<file path="config.mk">
export PLATFORM = sky130hd
export DESIGN_NAME = ula
export DESIGN_NICKNAME = d
export VERILOG_FILES = /design/src/rtl/ula.sv
export SDC_FILE = /design/constraint.sdc
export NUM_CORES = 1
export LEC_CHECK = 0
export BUFFER_PORTS_ARGS = -buffer_cell sky130_fd_sc_hd__buf_2
export CAP_MARGIN = 10
export CORE_MARGIN = 4
export CORE_UTILIZATION = 60
export DETAILED_ROUTE_END_ITERATION = 10
export PLACE_DENSITY_LB_ADDON = 0.15
export SYNTH_ARGS = -nofsm -noshare
export SYNTH_HDL_FRONTEND = slang
export SYNTH_SLANG_ARGS = --single-unit
</file>
<file path="constraint.sdc">
create_clock -name clk -period 10.23 [get_ports clk]
set_clock_uncertainty 0.2 [all_clocks]
set_input_delay 2.046 -clock clk [delete_from_list [all_inputs] [get_ports clk]]
set_output_delay 2.046 -clock clk [all_outputs]
set_load 0.01 [all_outputs]
</file>
<file path="src/rtl/ula.sv">
`default_nettype none
// ============================================================================
//  Module      : ula
//  Description : 32-bit arithmetic/logic unit. Eight operations selected by a
//                3-bit function code; result and status flags are registered
//                with one cycle of latency and one operation per cycle.
//  Revision    : 1.0 - initial release
// ============================================================================
module ula (
    input  logic        clk,
    input  logic        rst,
    input  logic [31:0] A,
    input  logic [31:0] B,
    input  logic [2:0]  f,
    output logic [31:0] saida,
    output logic        zero,
    output logic        negativo,
    output logic        carry,
    output logic        overflow
);

    // Function codes
    localparam logic [2:0] c_f_add  = 3'b000;
    localparam logic [2:0] c_f_sub  = 3'b001;
    localparam logic [2:0] c_f_and  = 3'b010;
    localparam logic [2:0] c_f_or   = 3'b011;
    localparam logic [2:0] c_f_xor  = 3'b100;
    localparam logic [2:0] c_f_nota = 3'b101;
    localparam logic [2:0] c_f_pass = 3'b110;
    localparam logic [2:0] c_f_notb = 3'b111;

    // Next-state values
    logic [31:0] w_saida_d;
    logic        w_zero_d;
    logic        w_negativo_d;
    logic        w_carry_d;
    logic        w_overflow_d;

    // Intermediate arithmetic; bit 32 of the difference is the unsigned borrow
    logic [32:0] w_sum;
    logic [32:0] w_diff;

    // Registered outputs
    logic [31:0] r_saida_q;
    logic        r_zero_q;
    logic        r_negativo_q;
    logic        r_carry_q;
    logic        r_overflow_q;

    // Compute result and flags for the operands present this cycle
    always_comb begin
        w_sum        = {1'b0, A} + {1'b0, B};
        w_diff       = {1'b0, A} - {1'b0, B};
        w_saida_d    = 32'h0000_0000;
        w_carry_d    = 1'b0;
        w_overflow_d = 1'b0;
        case (f)
            c_f_add: begin
                w_saida_d    = w_sum[31:0];
                w_carry_d    = w_sum[32];
                // Same-sign operands producing a result of the other sign
                w_overflow_d = (A[31] == B[31]) && (w_sum[31] != A[31]);
            end
            c_f_sub: begin
                w_saida_d    = w_diff[31:0];
                w_carry_d    = w_diff[32];
                // Opposite-sign operands where the result sign departs from A
                w_overflow_d = (A[31] != B[31]) && (w_diff[31] != A[31]);
            end
            c_f_and:  w_saida_d = A & B;
            c_f_or:   w_saida_d = A | B;
            c_f_xor:  w_saida_d = A ^ B;
            c_f_nota: w_saida_d = ~A;
            c_f_pass: w_saida_d = A;
            c_f_notb: w_saida_d = ~B;
            default:  w_saida_d = 32'h0000_0000;
        endcase
        w_zero_d     = (w_saida_d == 32'h0000_0000);
        w_negativo_d = w_saida_d[31];
    end

    // Capture result and flags; reset wins over the operation on the same edge
    always_ff @(posedge clk) begin
        if (rst) begin
            r_saida_q    <= 32'h0000_0000;
            r_zero_q     <= 1'b0;
            r_negativo_q <= 1'b0;
            r_carry_q    <= 1'b0;
            r_overflow_q <= 1'b0;
        end else begin
            r_saida_q    <= w_saida_d;
            r_zero_q     <= w_zero_d;
            r_negativo_q <= w_negativo_d;
            r_carry_q    <= w_carry_d;
            r_overflow_q <= w_overflow_d;
        end
    end

    assign saida    = r_saida_q;
    assign zero     = r_zero_q;
    assign negativo = r_negativo_q;
    assign carry    = r_carry_q;
    assign overflow = r_overflow_q;

endmodule
`default_nettype wire

</file>
==> summary.md, run 1 <==
| Metric | Value |
|---|---|
| Drt via density | 6.60 |
| Max_slew headroom | 19.4% |
| Chip width | 119 um |
| CTS Buf Count | 5 |
| Initial DRC Count | 1247 |
| WL final | 25900 um |
| IO Pins | 105 |
| Largest net degree at the start of global routing | 75 |
| Final ANT Viol Nets | 0 |
| Vias in the first global route | 7846 |
| Port Buffer Count | 104 |
| VDD IR max | 65.0 uV |
| Fmax | 0.160 GHz |
| CTS Buffer Depth | 2 |
| GRT Total Usage | 34.7% |
| Worst Path Max Fanout | 65 |
| Seq/Total Area, Yosys | 9.42% |
| Hold Vio Cnt, Final | 0 |
| Mapped Avg Cell Area | 6.77 sq um |
| Ys async rst share | 0% |
| Measured slew at the worst slew-check pin | 1210 ps |
| Clock Sinks | 35 |
| Sequential Area | 701 sq um |
| Pre-CTS WS | 3910 ps |
| Synth top area share | 16.1% |
| Gpl congestion | 1.02 |
| Pwr Total | 0.000769 W |
| Post-CTS Hold Fix Bufs | 0 |
| Synth unique cells | 85 |
| Dpl hpwl | 19500 um |
| Pins Over Slew Limit | 0 |
| Number of nets in the layout | 1310 |
| Power per cell area | 95.3 nW/um^2 |
| Synth Net Count | 1266 |
| Hold Path Class | primary input to flop |
| Final worst path period need | 6240 ps |
| Drt pass-1 iters | 6 |
| Share of cells above drive strength 1 | 13.4% |
| CP endpoint kind | flop |
| CTS tree | built |
| Setup TNS | 0 ps |
| Fin crit share | 61.0% |
| Multi-input logic area | 6000 sq um |
| Worst EP required | 10240 ps |
| Total gr overflow | 0 |
| Count of filler cells inserted in the layout | 1136 |
| Leakage | 3.72 nW |
| Largest area contributor in the netlist | ha_1 |
| Die area | 14200 sq um |
| Outcome | finished clean |
| DR WL/cell | 19.7 um |
| H-tree depth | 2 |
| Cell area after synthesis | 7440 sq um |
| Reg clk slew, reported paths | 70 ps |
| Post-synth EDFFs | 0 |
| Starting Density | 61.7% |
| Synthesized netlist cell count | 1099 |
| Resized cells post-CTS | 0 |
| Data arrival, critical path | 6250 ps |
| First-pass GRT wire length | 40600 um |
| Max-cap violations | 0 |
| # DRC | 0 |
| Root buf cell | clkbuf_16 |
| Layout area overhead | 8.49% |
| Setup violators final | 0 |
| Top post-synthesis cells by area | ha_1 (16%), dfxtp_1 (9.4%), a21oi_1 (7.5%) |
| Die height | 119 um |
| # Post-CTS Setup Buffers | 0 |
| Initial antenna violation count | 0 |
| Core area | 12100 sq um |
| Antenna cell count | 0 |
| Vias | 8656 |
| Synth Warn # | 0 |
| RSZ-0062 raised after global routing | false |
| Prevailing post-synth register cell | dfxtp_1 |
| Post-synthesis register bit count | 35 |
| Worst Setup Start Kind | primary input |
| Row count | 40 |
| Crit Path Category | primary input to flop |
| Setup ws final | 3990 ps |
## worst paths after layout
kind / from / to / slack [ps] / cells after the start
max: f[2] / zero$_SDFF_PP0_ / 3990 / 13
min: A[31] / carry$_SDFF_PP0_ / 2050 / 5
## synth_stat cells (all sizes together), types with 5 or more instances
library cell and number:
a211o 6, a211oi 23, a21o 11, a21oi 112
a221o 6, a221oi 15, a22oi 5, a31oi 10
and2 8, and3 6, buf 35, clkbuf 40
dfxtp 35, ha 96, inv 109, mux2i 19
nand2 74, nand2b 12, nand3 24, nand4 10
nor2 127, nor2b 19, nor3 24, nor4 11
o2111ai 6, o211a 6, o211ai 28, o21a 5
o21ai 76, o21bai 9, o221ai 10, o22ai 11
o31ai 17, o41ai 8, or2 9, or3 5
xnor2 14
## area by class of cell
type / count / area share (%)
repair buffers: 112 / 7.22
multi-input cells: 880 / 74.3
inverters: 109 / 5.07
clock inverters: 3 / 0.542
well taps: 168 / 2.60
flip-flops and latches: 35 / 8.68
clock buffers: 5 / 1.55
## kinds of logic after synthesis
kind of cell             synth area share, %
AO/OA/AOI/OAI                           36.6
XOR/XNOR                                1.88
adder cells (fa/ha/maj)                 16.7
buffers and inverters                   9.94
flip-flops                              9.42
multiplexers                            3.62
AND/OR/NAND/NOR                         21.8
## report_power, final
| group | leakage (nW) | internal (W) | total [W] | switching [W] |
|---|---|---|---|---|
| clock | 0.0838 | 0.000115 | 0.000181 | 0.0000659 |
| combinational | 3.34 | 0.000153 | 0.000434 | 0.000281 |
| sequential | 0.291 | 0.000151 | 0.000154 | 0.00000319 |
## critical path, cell delays in order
cell	delay [ps]
buf_2	90
buf_4	330
nor2_1	1000
nand2_1	810
o22ai_1	400
o21bai_1	110
nor4_1	290
nand4_1	130
nor4_1	190
nand4_1	110
nor4bb_1	290
nand4_1	130
nor4_2	270
## through the flow
stage | util, % | std cells | instance area, sq um | hold WS (ps)
3_5_place_dp | 65.5 | 1304 | 7900 | 2240
3_3_place_gp | 65.5 | 1304 | 7900 | 2240
4_1_cts | 66.9 | 1312 | 8070 | 2050
2_1_floorplan | - | 1099 | 7440 | 2140
5_1_grt | 66.9 | 1312 | 8070 | 2090
6_report | 66.9 | 1312 | 8070 | 2050
## registers in the layout (all words and copies together) (netlist names)
signal	flops
zero	1
saida	32
carry	1
overflow	1
## per-layer routing
| metal | part of all wire [%] | vias to the layer above | track usage, % |
|---|---|---|---|
| li1 | - | 4064 | - |
| met3 | 12 | 91 | 7.22 |
| met1 | 41 | 3941 | 48.0 |
| met5 | 0 | - | 0 |
| met4 | 4.3 | 0 | 13.5 |
| met2 | 42 | 560 | 52.6 |
## cell usage in the layout, fill, tap and decap left out, types with 11 or more instances in the layout
master,netlist,routed
nor2b_1,18,18
mux2i_1,19,19
o211ai_1,27,27
nor2_1,124,124
o31ai_1,14,14
a21o_1,11,11
buf_2,18,103
a21oi_1,112,112
dfxtp_1,35,35
a211oi_1,21,21
xnor2_1,14,14
nand2_1,74,74
o22ai_1,11,11
nand2b_1,12,12
a221oi_1,14,14
ha_1,96,96
nand3_1,24,24
nor3_1,24,24
o21ai_0,70,70
inv_1,104,104
Power figures use the tool's default switching activity.
==> run 2: changes to the inputs <==
--- a/config.mk
+++ b/config.mk
@@ -8,7 +8,7 @@
 export BUFFER_PORTS_ARGS = -buffer_cell sky130_fd_sc_hd__buf_2
 export CAP_MARGIN = 10
 export CORE_MARGIN = 4
-export CORE_UTILIZATION = 60
+export CORE_UTILIZATION = 55
 export DETAILED_ROUTE_END_ITERATION = 10
 export PLACE_DENSITY_LB_ADDON = 0.15
 export SYNTH_ARGS = -nofsm -noshare
==> constraint.sdc (replaced) <==
create_clock -name clk -period 5.5 [get_ports clk]
set_clock_uncertainty 0.2 [all_clocks]
set_input_delay 1.1 -clock clk [delete_from_list [all_inputs] [get_ports clk]]
set_output_delay 1.1 -clock clk [all_outputs]
set_load 0.01 [all_outputs]
==> summary.md, run 2 (same netlist as run 1, synthesis figures left out) <==
| Metric | Value |
|---|---|
| Outcome | finished clean |
| Comb pwr share | 57.0% (+0.5 points) |
| Clock power frac | 23.0% (-0.5 points) |
| Final worst path period need | 5020 ps |
| Vias | 8758 (+1.2%) |
| Gpl congestion | 1.05 (+2.8%) |
| VDD IR max | 102 uV (+57%) |
| WL final | 26600 um (+2.8%) |
| Max reg flops | 32 (unchanged) |
| NetSw | 0.000649 W (+85%) |
| Pins Over Slew Limit | 0 (unchanged) |
| Internal power | 0.000787 W (+88%) |
| Die height | 124 um (+4.2%) |
| Resized cells post-CTS | 0 (unchanged) |
| Seq pwr share | 20.0% (about the same) |
| Setup ws final | 484 ps (-3510 ps) |
| Layout area overhead | 10.0% |
| Worst Path Max Fanout | 7 (-89%) |
| Number of nets in the layout | 1324 (+1.1%) |
| Initial DRC Count | 1084 (-13%) |
| Final ANT Viol Nets | 0 (unchanged) |
| DR WL/cell | 19.9 um (+1.1%) |
| Layout Cells excl Fill | 1334 (+1.7%) |
| Fmax | 0.199 GHz |
| Hold Vio Cnt, Final | 0 (unchanged) |
| Port Buffer Count | 104 (unchanged) |
| First-pass GRT wire length | 42000 um (+3.6%) |
| Total gr overflow | 0 (unchanged) |
| # DRC | 0 (unchanged) |
| Placed cell area | 8020 sq um (+1.5%) |
| Post-CTS Hold Fix Bufs | 0 (unchanged) |
| Fin crit share | 91.2% |
| Worst Setup Start Kind | primary input |
| RSZ-0062 raised after global routing | false |
| Design area | 8190 sq um (+1.4%) |
| CP endpoint kind | flop |
| CTS Buf Count | 5 (unchanged) |
| Die area | 15500 sq um (+8.5%) |
| Reg clk slew, reported paths | 60 ps (about the same) |
| Drt via density | 6.57 (-0.49%) |
| Root buf cell | clkbuf_16 |
| Power per cell area | 175 nW/um^2 (+84%) |
| Utilization after layout | 61.8% (-5.1 points) |
| Commonest non-fill, non-tap cell in the layout | nor2_1 |
| Leakage | 3.78 nW (+1.8%) |
| Initial antenna violation count | 0 (unchanged) |
| Largest net degree at the start of global routing | 40 (-47%) |
| Max_slew headroom | 33.5% (+14 points) |
| GRT Total Usage | 32.4% (-2.3 points) |
| Pre-CTS WS | 310 ps (-3600 ps) |
| Chip width | 124 um (+4.2%) |
| Vias in the first global route | 7814 (-0.41%) |
| Worst EP required | 5490 ps (-4750 ps) |
| Starting Density | 56.2% (-5.5 points) |
| Drt pass-1 iters | 6 (unchanged) |
| Antenna cell count | 0 (unchanged) |
| H-tree depth | 2 (unchanged) |
| Sw frac | 45.2% (-0.38 points) |
| CTS Buffer Depth | 2 (unchanged) |
| Row count | 42 (+5.0%) |
| # Post-CTS Setup Buffers | 0 (unchanged) |
| Hold Path Class | primary input to flop |
| Most frequent cells in the layout | nor2_1 (124), a21oi_1 (112), inv_1 (104) |
| CTS tree | built |
| Dpl hpwl | 20500 um (+5.1%) |
| Data arrival, critical path | 5010 ps (-1240 ps) |
| Setup violators final | 0 (unchanged) |
| Share of cells above drive strength 1 | 14.4% (+1.0 points) |
| IO Pins | 105 (unchanged) |
| Crit Path Category | primary input to flop |
| Core area | 13200 sq um (+9.8%) |
| DP Cell Count | 1326 (+1.7%) |
| Setup TNS | 0 ps (unchanged) |
| Measured slew at the worst slew-check pin | 994 ps (-211 ps) |
| Max-cap violations | 0 (unchanged) |
| Clock Sinks | 35 (unchanged) |
-- run 2: cell types whose count changed in the layout (fill, tap and decap cells not counted), sizes merged --
cell,before,now
buf,112,126
-- run 2: layer usage --
metal	GRT usage, %	vias up	wire, um
met5	0	-	0
met2	49.6	554	11400
met4	11.9	0	994
li1	-	4113	-
met1	45.6	4010	11200
met3	5.53	81	2990
-- run 2: power by group through the flow --
stage,logic [W],registers [W],clock network [W]
global placement,0.000788,0.000292,0
floorplan,0.000535,0.000307,0
CTS,0.000793,0.000288,0.000334
global route,0.000885,0.000290,0.000345
detailed placement,0.000788,0.000293,0
finish,0.000819,0.000288,0.000330
-- run 2: final timing paths --
kind	slack (ps)	cells past startpoint	from	endpoint
worst max-delay path	480	15	A[0]	zero$_SDFF_PP0_
worst min-delay path	1150	4	A[31]	overflow$_SDFF_PP0_
-- run 2: worst max-delay path, stage by stage --
cell,delay (ps)
buf_2,120
ha_1,240
inv_1,80
fa_1,260
nand2b_1,150
a21oi_1,110
o31ai_2,560
o41a_1,340
o211ai_2,210
a221oi_1,630
o21ai_1,250
a21o_1,220
a211oi_1,310
nand4_1,150
nor4_2,270
-- run 2: stage by stage --
step	power (W)	hold slack (ps)
CTS	0.00141	1140
finish	0.00144	1150
global route	0.00152	1170
floorplan	0.000842	1190
global placement	0.00108	1290
detailed placement	0.00108	1290
-- run 2: layout make-up --
type	instances	area, sq um
clock inverters	3	43.8
inverters	109	409
clock buffers	5	125
well taps	176	220
multi-input cells	880	6000
repair buffers	126	688
fillers	1305	5050
flip-flops and latches	35	701
==> run 3: changes to the inputs <==
--- a/config.mk
+++ b/config.mk
@@ -11,6 +11,7 @@
 export CORE_UTILIZATION = 55
 export DETAILED_ROUTE_END_ITERATION = 10
 export PLACE_DENSITY_LB_ADDON = 0.15
+export RECOVER_POWER = 25
 export SYNTH_ARGS = -nofsm -noshare
 export SYNTH_HDL_FRONTEND = slang
 export SYNTH_SLANG_ARGS = --single-unit
==> summary.md, run 3 (same netlist as run 1, synthesis figures left out) <==
| Metric | Value |
|---|---|
| Internal power | 0.000783 W (-0.43%) |
| Vias | 8741 (-0.19%) |
| RSZ-0062 raised after global routing | false |
| Antenna cell count | 0 (unchanged) |
| Hold Path Class | primary input to flop |
| Fin crit share | 91.6% (+0.35 points) |
| Resized cells post-CTS | 0 (unchanged) |
| CP endpoint kind | flop |
| Max_slew headroom | 33.7% (+0.18 points) |
| CTS tree | built |
| Min Hold Slack | 1150 ps (+2.92 ps) |
| NetSw | 0.000648 W (-0.17%) |
| Layout area overhead | 9.75% |
| Die area | 15500 sq um (unchanged) |
| Hold Vio Cnt, Final | 0 (unchanged) |
| Initial DRC Count | 1191 (+9.9%) |
| Most frequent cells in the layout | nor2_1 (124), a21oi_1 (112), inv_1 (104) |
| Commonest non-fill, non-tap cell in the layout | nor2_1 |
| Max-cap violations | 0 (unchanged) |
| Worst Path Max Fanout | 7 (unchanged) |
| Row count | 42 (unchanged) |
| Largest net degree at the start of global routing | 40 (unchanged) |
| Comb pwr share | 56.9% (about the same) |
| Power per cell area | 175 nW/um^2 (about the same) |
| WL final | 26500 um (-0.18%) |
| Worst EP required | 5490 ps (about the same) |
| Starting Density | 56.2% (unchanged) |
| Crit Path Category | primary input to flop |
| Number of nets in the layout | 1324 (unchanged) |
| Clock power frac | 23.0% (about the same) |
| Pwr Total | 0.00143 W (-0.31%) |
| WHS Path Cells | 4 (unchanged) |
| Worst Setup Start Kind | primary input |
| CTS Buffer Depth | 2 (unchanged) |
| # DRC | 0 (unchanged) |
| Pins Over Slew Limit | 0 (unchanged) |
| VDD IR max | 102 uV (-0.56%) |
| Root buf cell | clkbuf_16 |
| Final ANT Viol Nets | 0 (unchanged) |
| Vias in the first global route | 7814 (unchanged) |
| Drt pass-1 iters | 6 (unchanged) |
| Final worst path period need | 5040 ps (+19.4 ps) |
| Fmax | 0.199 GHz (-0.39%) |
| Seq pwr share | 20.1% (about the same) |
| Post-CTS Hold Fix Bufs | 0 (unchanged) |
| DR WL/cell | 19.9 um (-0.18%) |
| Drt via density | 6.55 (-0.19%) |
| Initial antenna violation count | 0 (unchanged) |
| First-pass GRT wire length | 42000 um (unchanged) |
| Die height | 124 um (unchanged) |
| Data arrival, critical path | 5030 ps (+20 ps) |
| Reg clk slew, reported paths | 50 ps (about the same) |
| IO Pins | 105 (unchanged) |
| Clock Sinks | 35 (unchanged) |
| Total gr overflow | 0 (unchanged) |
| GRT Total Usage | 32.4% (unchanged) |
| Setup ws final | 465 ps (-19.4 ps) |
| Measured slew at the worst slew-check pin | 991 ps (-2.63 ps) |
| Share of cells above drive strength 1 | 13.0% (-1.5 points) |
| Setup violators final | 0 (unchanged) |
| Leakage | 3.72 nW (-1.7%) |
| Port Buffer Count | 104 (unchanged) |
| # Post-CTS Setup Buffers | 0 (unchanged) |
| CTS Buf Count | 5 (unchanged) |
| Chip width | 124 um (unchanged) |
| Outcome | finished clean |
| Pre-CTS WS | 310 ps (unchanged) |
| Core area | 13200 sq um (unchanged) |
| Setup TNS | 0 ps (unchanged) |
| Sw frac | 45.3% (+0.065 points) |
| Gpl congestion | 1.05 (unchanged) |
| H-tree depth | 2 (unchanged) |
| Max reg flops | 32 (unchanged) |
| Dpl hpwl | 20500 um (unchanged) |
-- run 3: cell count changes in the layout (fill, tap and decap cells not counted), sizes merged --
cell,before,now
buf,126,109
clkbuf,5,22
-- run 3: worst max-delay path, cell delays in order --
cell and delay [ps]:
buf_2 120, ha_1 240, inv_1 80, fa_1 260
nand2b_1 150, a21oi_1 110, o31ai_2 550, o41a_1 340
o211ai_2 210, a221oi_1 630, o21ai_1 250, a21o_1 220
a211oi_1 330, nand4_1 160, nor4_2 270
-- run 3: path summary, 6_finish.rpt --
path | from | to | slack (ps)
setup / recovery | A[0] | zero$_SDFF_PP0_ | 460
hold / removal | A[31] | overflow$_SDFF_PP0_ | 1150
-- run 3: per-layer routing --
metal  track usage, %  routed length [um]  up-vias
met4             11.9                1100        0
met1             45.6               11200     4019
met2             49.6               11300      521
li1                 -                   -     4102
met5                0                   0        -
met3             5.53                2940       99
-- run 3: power groups by stage --
stage,combinational [W],sequential [W],clock [W]
after CTS,0.000793,0.000288,0.000334
after global routing,0.000882,0.000291,0.000345
after floorplan,0.000535,0.000307,0
final,0.000815,0.000288,0.000329
after global placement,0.000788,0.000292,0
after detailed placement,0.000788,0.000293,0
-- run 3: layout make-up --
| type | count | area (sq um) |
|---|---|---|
| clock buffers | 5 | 125 |
| clock inverters | 3 | 43.8 |
| fillers | 1311 | 5080 |
| inverters | 109 | 409 |
| multi-input cells | 880 | 6000 |
| flip-flops and latches | 35 | 701 |
| well taps | 176 | 220 |
| repair buffers | 126 | 667 |
-- run 3: through the flow --
| step | utilization (%) | std cells | cell area, sq um |
|---|---|---|---|
| after CTS | 61.8 | 1334 | 8190 |
| after global routing | 61.7 | 1334 | 8170 |
| after global placement | 60.6 | 1326 | 8020 |
| final | 61.7 | 1334 | 8170 |
| after detailed placement | 60.6 | 1326 | 8020 |
| after floorplan | - | 1099 | 7440 |
